`src/rtl/exc_sequencer.sv`:
```
// Exception/interrupt sequencer driving the CP0 Cause/Status/EPC write strobes and PC redirects.
// Optional build macro EXC_SEQUENCER_TIMER_EN adds an internal compare timer as an extra interrupt source.
module exc_sequencer #(
  parameter int          N_IRQ       = 8,
  parameter logic [31:0] HANDLER_VEC = 32'h0000_0004,
  parameter logic [31:0] TIMER_CMP   = 32'd100000
) (
  input  logic             clk,
  input  logic             reset,
  input  logic [N_IRQ-1:0] irq,
  input  logic             instr_done,
  input  logic             syscall,
  input  logic             eret,
  input  logic             mtc0,
  input  logic [31:0]      status_in,
  input  logic [31:0]      epc_in,
  output logic             wcau,
  output logic             wsta,
  output logic             wepc,
  output logic             exc,
  output logic             inta,
  output logic [31:0]      cause_out,
  output logic             hold,
  output logic             redirect,
  output logic [31:0]      redirect_pc,
  output logic             busy
);

  typedef enum logic [2:0] {IDLE, ENTER, VECTOR, RET, RETJ} state_t;

  state_t           state, state_next;
  logic [N_IRQ-1:0] sync1, sync2, sync_prev;
  logic [N_IRQ-1:0] pending, irq_rise, take, clr;
  logic [2:0]       take_idx, irq_idx;
  logic [4:0]       code;
  logic             src_irq, src_timer;
  logic             take_timer, timer_bit;
  logic             entry_commit;
  logic [7:0]       pend8;
  logic             unused_bits;

  assign unused_bits = ^{status_in[31:N_IRQ+1], TIMER_CMP};

  // Two-flop synchronizer plus one history flop for edge detection.
  always_ff @(posedge clk or negedge reset) begin
    if (!reset) begin
      sync1     <= '0;
      sync2     <= '0;
      sync_prev <= '0;
    end else begin
      sync1     <= irq;
      sync2     <= sync1;
      sync_prev <= sync2;
    end
  end

  assign irq_rise     = sync2 & ~sync_prev;
  assign take         = pending & status_in[N_IRQ:1] & {N_IRQ{status_in[0]}};
  assign entry_commit = (state == ENTER) && !mtc0;

  always_comb begin
    take_idx = '0;
    for (int i = N_IRQ - 1; i >= 0; i--) begin
      if (take[i]) take_idx = 3'(i);
    end
  end

  always_comb begin
    clr = '0;
    if (entry_commit && src_irq) begin
      for (int i = 0; i < N_IRQ; i++) begin
        if (irq_idx == 3'(i)) clr[i] = 1'b1;
      end
    end
  end

  // A new edge in the same cycle as the clear keeps the line pending.
  always_ff @(posedge clk or negedge reset) begin
    if (!reset) pending <= '0;
    else        pending <= (pending & ~clr) | irq_rise;
  end

  always_comb begin
    pend8 = '0;
    pend8[N_IRQ-1:0] = pending;
  end

`ifdef EXC_SEQUENCER_TIMER_EN
  logic [31:0] timer_count;
  logic        timer_pending;
  logic        timer_wrap;

  assign timer_wrap = (timer_count == TIMER_CMP - 32'd1);

  always_ff @(posedge clk or negedge reset) begin
    if (!reset) begin
      timer_count   <= '0;
      timer_pending <= 1'b0;
    end else begin
      timer_count   <= timer_wrap ? 32'd0 : timer_count + 32'd1;
      timer_pending <= timer_wrap | (timer_pending & ~(entry_commit & src_timer));
    end
  end

  assign take_timer = timer_pending & status_in[9] & status_in[0];
  assign timer_bit  = timer_pending;
`else
  assign take_timer = 1'b0;
  assign timer_bit  = 1'b0;
`endif

  // Capture the winning source at the boundary so ENTER knows what to report and clear.
  always_ff @(posedge clk or negedge reset) begin
    if (!reset) begin
      code      <= '0;
      src_irq   <= 1'b0;
      src_timer <= 1'b0;
      irq_idx   <= '0;
    end else if (state == IDLE && instr_done && !eret) begin
      if (syscall) begin
        code      <= 5'd8;
        src_irq   <= 1'b0;
        src_timer <= 1'b0;
      end else if (take_timer) begin
        code      <= 5'd0;
        src_irq   <= 1'b0;
        src_timer <= 1'b1;
      end else if (|take) begin
        code      <= 5'd0;
        src_irq   <= 1'b1;
        src_timer <= 1'b0;
        irq_idx   <= take_idx;
      end
    end
  end

  always_ff @(posedge clk or negedge reset) begin
    if (!reset) state <= IDLE;
    else        state <= state_next;
  end

  always_comb begin
    state_next = state;
    unique case (state)
      IDLE: begin
        if (instr_done) begin
          if (eret)                     state_next = RET;
          else if (syscall)             state_next = ENTER;
          else if (take_timer || |take) state_next = ENTER;
        end
      end
      ENTER:   state_next = mtc0 ? ENTER : VECTOR;
      VECTOR:  state_next = IDLE;
      RET:     state_next = mtc0 ? RET : RETJ;
      RETJ:    state_next = IDLE;
      default: state_next = IDLE;
    endcase
  end

  always_comb begin
    wcau        = 1'b0;
    wsta        = 1'b0;
    wepc        = 1'b0;
    exc         = 1'b0;
    inta        = 1'b0;
    cause_out   = '0;
    hold        = 1'b0;
    redirect    = 1'b0;
    redirect_pc = '0;
    busy        = (state != IDLE);
    unique case (state)
      ENTER: begin
        hold      = 1'b1;
        cause_out = {15'b0, timer_bit, pend8, 1'b0, code, 2'b00};
        if (!mtc0) begin
          wcau = 1'b1;
          wsta = 1'b1;
          wepc = 1'b1;
          inta = src_irq | src_timer;
        end
      end
      VECTOR: begin
        hold        = 1'b1;
        redirect    = 1'b1;
        redirect_pc = HANDLER_VEC;
      end
      RET: begin
        hold = 1'b1;
        if (!mtc0) begin
          wsta = 1'b1;
          exc  = 1'b1;
        end
      end
      RETJ: begin
        hold        = 1'b1;
        redirect    = 1'b1;
        redirect_pc = epc_in;
      end
      default: ;
    endcase
  end

endmodule

```
`config.mk`:
```
export PLATFORM = sky130hd
export DESIGN_NAME = exc_sequencer
export DESIGN_NICKNAME = d
export VERILOG_FILES = /design/src/rtl/exc_sequencer.sv
export SDC_FILE = /design/constraint.sdc
export NUM_CORES = 1
export LEC_CHECK = 0
export CAP_MARGIN = 0
export CORE_AREA = 2 2 76 78
export CTS_BUF_LIST = sky130_fd_sc_hd__clkbuf_2 sky130_fd_sc_hd__clkbuf_4 sky130_fd_sc_hd__clkbuf_8
export DETAILED_ROUTE_END_ITERATION = 12
export DIE_AREA = 0 0 78 80
export GPL_TIMING_DRIVEN = 0
export PLACE_DENSITY = 0.86
export SLEW_MARGIN = 15
export SYNTH_ARGS = -nofsm -noshare
export SYNTH_HDL_FRONTEND = slang
export SYNTH_SLANG_ARGS = --single-unit
```
`constraint.sdc`:
```
create_clock -name clk -period 3.1 [get_ports clk]
set_clock_uncertainty 0.1 [all_clocks]
set_input_delay 0.62 -clock clk [delete_from_list [all_inputs] [get_ports clk]]
set_output_delay 0.62 -clock clk [all_outputs]
set_load 0.02 [all_outputs]
```
Word level (Yosys, flattened, before mapping). Index checks and enable logic that the tools add are counted.

Output and inout bits: 72. Flip-flop bits (word level): 45.

Eq/ne operators: 13. Bitwise gates (word level): 9. Reductions and logical operators: 17. Multiplexer cells: 40.

Operators with widths (count): one-hot mux 32 bit (2 select lines) (1); two-way mux 3 bit (13); AND 8 bit (4); two-way mux 1 bit (20); two-way mux 16 bit (1); inverter 8 bit (2); equality test 3 bit, second input constant (5); equality test 3 x 2 -> 1 bit, second input constant (4); two-way mux 5 bit (2); one-hot mux 3 bit (3 select lines) (1); two-way mux 8 bit (1); OR 8 bit (1); OR reduction 8 bit (1); equality test 3 x 1 -> 1 bit, second input constant (2); zero test 3 bit (2); logical AND 1 bit (4); != test 4 x 3 -> 1 bit, second input constant (1); AND reduction 2 bit (2); OR reduction 2 bit (2); OR reduction 4 bit (1); AND reduction 3 bit (1); nonzero test 3 bit (1); zero test 1 bit (2); two-way mux 2 bit (1); other kinds (4) (4).

Logic depth before layout (Yosys ltp). Gate-level depths: netlist of the first run.

Depth in word-level cells: 10. Mapped depth: 6. Mapped depth without buffers: 5.

Worst setup path after synthesis of the first run. No wires, ideal clock.

Path type: input -> output. From: input mtc0. To: output inta. Arrival: 1.547 ns. Required time: 2.380 ns. Slack: 0.833 ns. Buffers on the path: 0. Stages: 2. Path through: or3b_4 -> nor3b_1.

Word-level cells in the longest chain between the ends: 2.

RTL lines: start, declared (line 14) `input logic mtc0,`; two-way mux 1 bit (line 175) `if (!mtc0) begin`; two-way mux 1 bit (line 171) `unique case (state)`; end, declared (line 21) `output logic inta,`.

Every way passes these cells.

Worst setup path in the final report of the first run.
From: input mtc0. To: output wcau.

Word-level cells in the longest chain between the ends: 2.

RTL lines: two-way mux 1 bit (line 175); two-way mux 1 bit (line 171); end, declared (line 17) `output logic wcau,`.

Every way passes these cells.

==> run_results.csv, run 1 <==
group,metric,value,unit
outcome,status,"complete, no violations",
placement,gp_congestion,0.793,
synthesis,synth.top_cell.area_share,50.4,%
placement,dpl_worst_slack,-0.00270,ns
routing,drc,0,
clocking,cts_buffers,5,
synthesis,synth_top_area_cell,"dfrtp_1",
power,power_frac_seq,32.7,%
sta,max_freq,333,MHz
synthesis,ys_seq_area_share,50.4,%
clocking,clock_sinks,40,
setup_path,cp_max_fo,4,
placement,port_buffers,103,
sta,drv_slew,0,
synthesis,synth_seq_cells,40,
global_routing,grt_pass1_vias,1634,
routing,antenna_left,0,
synthesis,yosys_warnings,0,
global_routing,grt_pass1_wl,7960,µm
routing,firstDrtPassIters,4,
power,leakage,0.00157,µW
cells_and_area,layout_commonest_cell,"clkdlybuf4s50_1",
routing,drt_iter0_markers,68,
die,core,5410,µm²
cells_and_area,area_growth,68.0,%
die,die_area,6240,µm²
setup_path,cp_top_family,"buffers and inverters",
clocking,cts_tree,"yes",
power,ir_drop,0.473,mV
setup_path,cp-end-kind,"primary output",
die,start_util,36.7,%
clocking,cts_root_buffer,"clkbuf_8",
global_routing,grt-ovfl-total,0,
setup_path,cp_slowest_cell,"clkdlybuf4s50_1",
sta,finalSetupTns,0,ns
sta,finalCritPeriodShare,96.8,%
die,row_count,27,
global_routing,grt_busiest_layer,"met2",
sta,rsz0062_at_grt,"no",
global_routing,antenna_found_initial,0,
die,die_x,78,µm
sta,slew_headroom,63.3,%
setup_path,critPathKind,"in -> out",
routing,vias_per_cell,4.47,
worst_hold_path,hp-class,"in -> async",
clocking,clk_latency,0.29,ns
synthesis,synth_cells,198,
sta,setup_violations,0,
power,p_switching,738,µW
global_routing,grtUsageMet2,28.9,%
clocking,post-cts-setup-buffers,0,
sta,timing.final.crit_period,3.00,ns
synthesis,synth.area.top_cells,"dfrtp_1 50%, and3_1 9.8%, buf_4 9.1%",
global_routing,met1_usage,19.4,%
cells_and_area,n_antenna_cell,0,
global_routing,met3_usage,3.39,%
cells_and_area,final_cell_mix,"99 x clkdlybuf4s50_1, 40 x dfrtp_1, 31 x and3_1, 24 x buf_4, 23 x conb_1",
clocking,cts-htree-levels,2,
setup_path,arrival,2.28,ns
power,clock_power_share,21.0,%
cells_and_area,drive_above_1_share,13.6,%
setup_path,path_buf_inv,2,
sta,fin_ws,0.0983,ns
power,swShare,36.3,%
power,combPwrFrac,46.4,%
setup_path,crit_path_frequent_cell,"clkdlybuf4s50_1",
clocking,cts_max_path_buffers,2,
power,powerDensity,611,nW/µm²
setup_path,max_stage_delay,0.63,ns
setup_path,cp-start-kind,"input port",
clocking,cts.clk_slew.worst_paths,0.08,ns
routing,num_vias,1805,
sta,hold_viol_final,0,
global_routing,grt_max_degree,23,
synthesis,netlist_area,1980,µm²
global_routing,grt_util_all_layers,16.0,%
job,drv_cap,0,
die,die_y,80,µm
die,io_pins,150,
synthesis,yosysUniqueCellTypes,33,
setup_path,cp.required,2.38,ns
sta,tightest_slew,0.548,ns
clocking,cts_hold_buf,0,
placement,place.detailed.hpwl,4210,µm
cells_and_area,layout.nets,409,
setup_path,path_cells,"clkdlybuf4s50_1 > or3b_4 > nor2_1 > clkdlybuf4s50_1",
routing,wl_per_cell,12.7,µm
synthesis,synth_area_per_cell,10.0,µm²
power,internal-power,1300,µW
routing,drt_wl_total,5150,µm
## worst reg2reg max path: stages, from the launching register on
cell	delay, ns
dfrtp_1	0.43
or3b_4	0.43
or4b_4	0.56
o31ai_2	0.20
o21ai_1	0.09
## per-layer routing
metal,wire length [µm],vias up
met5,0,-
met4,35,0
met3,306,4
met2,2790,66
met1,2010,839
li1,-,896
## final cells by class
cell class / instances / area [µm²]
inverters: 11 / 41.3
fillers: 464 / 2070
well taps: 72 / 90.1
clock inverters: 3 / 46.3
flip-flops and latches: 40 / 1000
clock buffers: 5 / 68.8
repair buffers: 104 / 1050
plain buffers: 33 / 224
multi-input cells: 136 / 808
## final timing paths
path                                end      from  slack [ns]  cells after the start
setup / recovery                   wcau      mtc0         0.1                      4
hold / removal             sync_prev[3]     reset        0.17                      1
setup reg to reg               pend8[0]  state[2]        1.17                      4
hold reg to reg                sync2[7]  sync1[7]        0.25                      0
max in group asynchronous      state[0]     reset        2.28                      2
min in group clk               sync2[7]  sync1[7]        0.25                      0
## metrics by stage
stage                     cells  util, %  hold slack, ns  total power [µW]  cell area [µm²]
final                       404     61.7           0.166              2030             3330
after global routing        404     61.7           0.189              2160             3330
after CTS                   404     61.6           0.173              2050             3330
after detailed placement    396     59.4           0.236              1620             3210
after global placement      395     59.0           0.231              1600             3190
after floorplan             220        -           0.224              1190             2070
## power by group through the flow
stage / combinational [µW] / sequential [µW] / clock, µW
final: 943 / 665 / 427
after floorplan: 543 / 652 / 0
after global routing: 1020 / 678 / 462
after detailed placement: 945 / 675 / 0
after global placement: 927 / 671 / 0
after CTS: 947 / 666 / 439
## logic make-up (layout without fill, tap and decap cells)
logic type	Yosys count	count (layout)	share of synthesized area, %
simple gates	73	73	23.4
other cells	1	23	0.189
flops	40	40	50.4
compound gates	37	37	11.3
xor+xnor	2	2	0.883
buf+inv	44	156	13.2
mux	1	1	0.567
## registers in the layout, indices dropped and copies added, names as in the netlist
register	cells
pend8	8
code	1
irq_idx	3
sync2	8
src_irq	1
state	3
sync1	8
sync_prev	8
## Yosys cell counts
cell type and count:
nor4_4 1, buf_4 24, buf_6 1, a21oi_1 9, clkbuf_1 8, mux2_2 1, a211oi_1 1, a22oi_1 4
nor3_1 1, nor3b_1 2, conb_1 1, and2_1 11, a22o_1 2, o31ai_1 1, a31oi_1 1, nand4b_1 1
nand2_1 10, o21ai_1 2, dfrtp_1 40, inv_1 11, xnor2_1 2, or3_2 1, a32oi_1 1, or3b_4 1
a41oi_1 1, nand4_1 2, nand2b_1 4, or4b_4 2, nor2_1 4, o21ai_0 14, nand3b_1 2, o31ai_2 1
and3_1 31
## repair_timing
action,CTS,global route
gates cloned,0,0
gates resized for setup,3,5
endpoints found under the setup margin,10,11
Power figures use the tool's default switching activity.
==> run 2, diff against run 1 <==
Settings changed: CTS_BUF_LIST sky130_fd_sc_hd__clkbuf_2 sky130_fd_sc_hd__clkbuf_4 sky130_fd_sc_hd__clkbuf_8 to sky130_fd_sc_hd__clkbuf_8.
==> results of run 2 <==
Same layout as run 1: the final DEF is identical, and so are final timing and power.
==> run 3, diff against run 2 <==
Settings changed: CELL_PAD_IN_SITES_DETAIL_PLACEMENT set to 0, CELL_PAD_IN_SITES_GLOBAL_PLACEMENT set to 2, CORE_AREA 2 2 76 78 to 2 2 103 105, DIE_AREA 0 0 78 80 to 0 0 105 107, PLACE_DENSITY 0.86 to unset, PLACE_DENSITY_LB_ADDON set to 0.1.
==> run 3 against run 2 <==
  * Via count shrank 2.2%
  * Fmax shrank 0.46%
  * Non-clock buffer count is the same
  * Sequential cell count is the same
  * Total power shrank 3.4%
  * Hold slack lost 0.053 ns
  * Critical path depth is the same
  * Core utilization shrank 28 points
  * Cell area grew 1.3%
  * Sequential share of layout area shrank 0.38 points
  * Clock power shrank 22%
==> run_results.csv, run 3 (synthesis results as in run 1) <==
group,metric,value,unit
outcome,status,"complete, no violations",
setup_path,arrival,2.30,ns
setup_path,cp_max_fo,4,
cells_and_area,layout_commonest_cell,"clkdlybuf4s50_1",
cells_and_area,final_cell_mix,"99 x clkdlybuf4s50_1, 40 x dfrtp_1, 31 x and3_1, 24 x buf_4, 23 x conb_1",
cells_and_area,final_core_util,33.4,%
die,core,10100,µm²
placement,port_buffers,103,
clocking,cts_tree,"yes",
power,p_switching,757,µW
clocking,cts_max_path_buffers,2,
power,clock_power_share,17.0,%
global_routing,grt_pass1_wl,8850,µm
power,swShare,38.5,%
setup_path,cp-start-kind,"input port",
power,internal-power,1210,µW
sta,slew_headroom,59.8,%
global_routing,grt_util_all_layers,10.1,%
power,powerDensity,582,nW/µm²
die,die_area,11200,µm²
cells_and_area,area_growth,70.1,%
setup_path,crit_path_frequent_cell,"clkdlybuf4s50_1",
clocking,post-cts-setup-buffers,0,
power,combPwrFrac,49.3,%
clocking,clk_latency,0.29,ns
power,ir_drop,0.249,mV
setup_path,cp-end-kind,"primary output",
global_routing,antenna_found_initial,0,
placement,place.detailed.hpwl,4780,µm
clocking,cts_buffers,5,
die,start_util,19.7,%
setup_path,r2r_slack,1.13,ns
setup_path,path_cells,"clkdlybuf4s50_1 > or3b_4 > inv_1 > clkdlybuf4s50_1",
setup_path,cp_top_family,"buffers and inverters",
sta,drv_slew,0,
cells_and_area,drive_above_1_share,13.9,%
job,drv_cap,0,
die,io_pins,150,
routing,drt_wl_total,5880,µm
sta,tightest_slew,0.600,ns
setup_path,cp.required,2.38,ns
sta,finalCritPeriodShare,97.3,%
cells_and_area,n_fill_cell,1093,
routing,drt_iter0_markers,53,
clocking,cts-htree-levels,2,
global_routing,grt-ovfl-total,0,
setup_path,path_buf_inv,3,
global_routing,grt_pass1_vias,1609,
power,leakage,0.00156,µW
global_routing,grt_max_degree,30,
clocking,cts_root_buffer,"clkbuf_8",
sta,hold_slack,0.113,ns
routing,vias_per_cell,3.78,
cells_and_area,n_antenna_cell,0,
worst_hold_path,hp-class,"in -> async",
routing,antenna_left,0,
sta,hold_viol_final,0,
cells_and_area,layout.nets,409,
die,die_y,107,µm
placement,gp_congestion,0.701,
sta,max_freq,332,MHz
setup_path,critPathKind,"in -> out",
routing,wl_per_cell,12.6,µm
sta,rsz0062_at_grt,"no",
clocking,cts.clk_slew.worst_paths,0.09,ns
die,row_count,37,
die,die_x,105,µm
clocking,cts_hold_buf,0,
clocking,clock_sinks,40,
routing,drc,0,
setup_path,cp_slowest_cell,"clkdlybuf4s50_1",
setup_path,max_stage_delay,0.63,ns
power,power_frac_seq,33.7,%
sta,timing.final.crit_period,3.02,ns
sta,setup_violations,0,
routing,firstDrtPassIters,4,
routing,num_vias,1766,
==> run 3: cell types whose count changed in the layout (fill, tap and decap cells not counted), sizes merged <==
cell	previous run	this run
inv	12	11
bufinv	1	0
clkinv	0	1
==> run 3: final timing paths <==
path | startpoint | endpoint | cells past startpoint
worst max-delay path | mtc0 | wsta | 4
worst min-delay path | reset | sync_prev[1] | 1
worst max register to register | state[0] | pend8[2] | 5
worst min register to register | sync1[3] | sync2[3] | 0
max in group asynchronous | reset | state[1] | 2
min in group clk | sync1[3] | sync2[3] | 0
==> run 3: worst register-to-register path: stages (launching register included) <==
cell and delay, ns:
dfrtp_1 0.35, buf_6 0.12, or3b_4 0.41, or4b_4 0.57, o21ai_0 0.19, o21ai_0 0.10
==> run 3: cell type report <==
cell class	count	area (µm²)	share of cell area (%)
repair buffers	104	1050	31.0
clock inverters	2	12.5	0.371
plain buffers	33	225	6.67
well taps	136	170	5.04
clock buffers	5	68.8	2.04
inverters	11	41.3	1.22
multi-input cells	136	811	24.0
flip-flops and latches	40	1000	29.7
==> run 3: metal layers <==
layer | global-route usage, % | up-vias | share of wire (%)
li1 | - | 899 | -
met1 | 12.8 | 799 | 44
met2 | 17.0 | 66 | 49
met3 | 3.40 | 2 | 6.6
met4 | 2.00 | 0 | 0.37
met5 | 0 | - | 0
==> run 3: through the flow <==
step                      TNS [ns]  instances  setup WS [ns]  cell area (µm²)  power [µW]
after floorplan                  0        220          0.833             2070        1190
after global placement     -0.0265        459        -0.0238             3270        1650
after detailed placement   -0.0219        460        -0.0189             3280        1650
after CTS                        0        467        0.00835             3370        1990
after global routing             0        467         0.0111             3380        2110
final                            0        467         0.0843             3380        1970
==> run 3: repair_timing <==
item / 4_1_cts / 5_1_grt
gates resized for setup: 3 / 8
hold endpoints to repair: 0 / 0
setup endpoints to repair: 11 / 31
pin swaps: 0 / 0
==> run 3: power by group through the flow <==
stage               clock, µW  sequential, µW  combinational [µW]
CTS                       350             664                 978
global route              375             680                1050
finish                    334             662                 969
floorplan                   0             652                 543
global placement            0             674                 980
detailed placement          0             672                 976
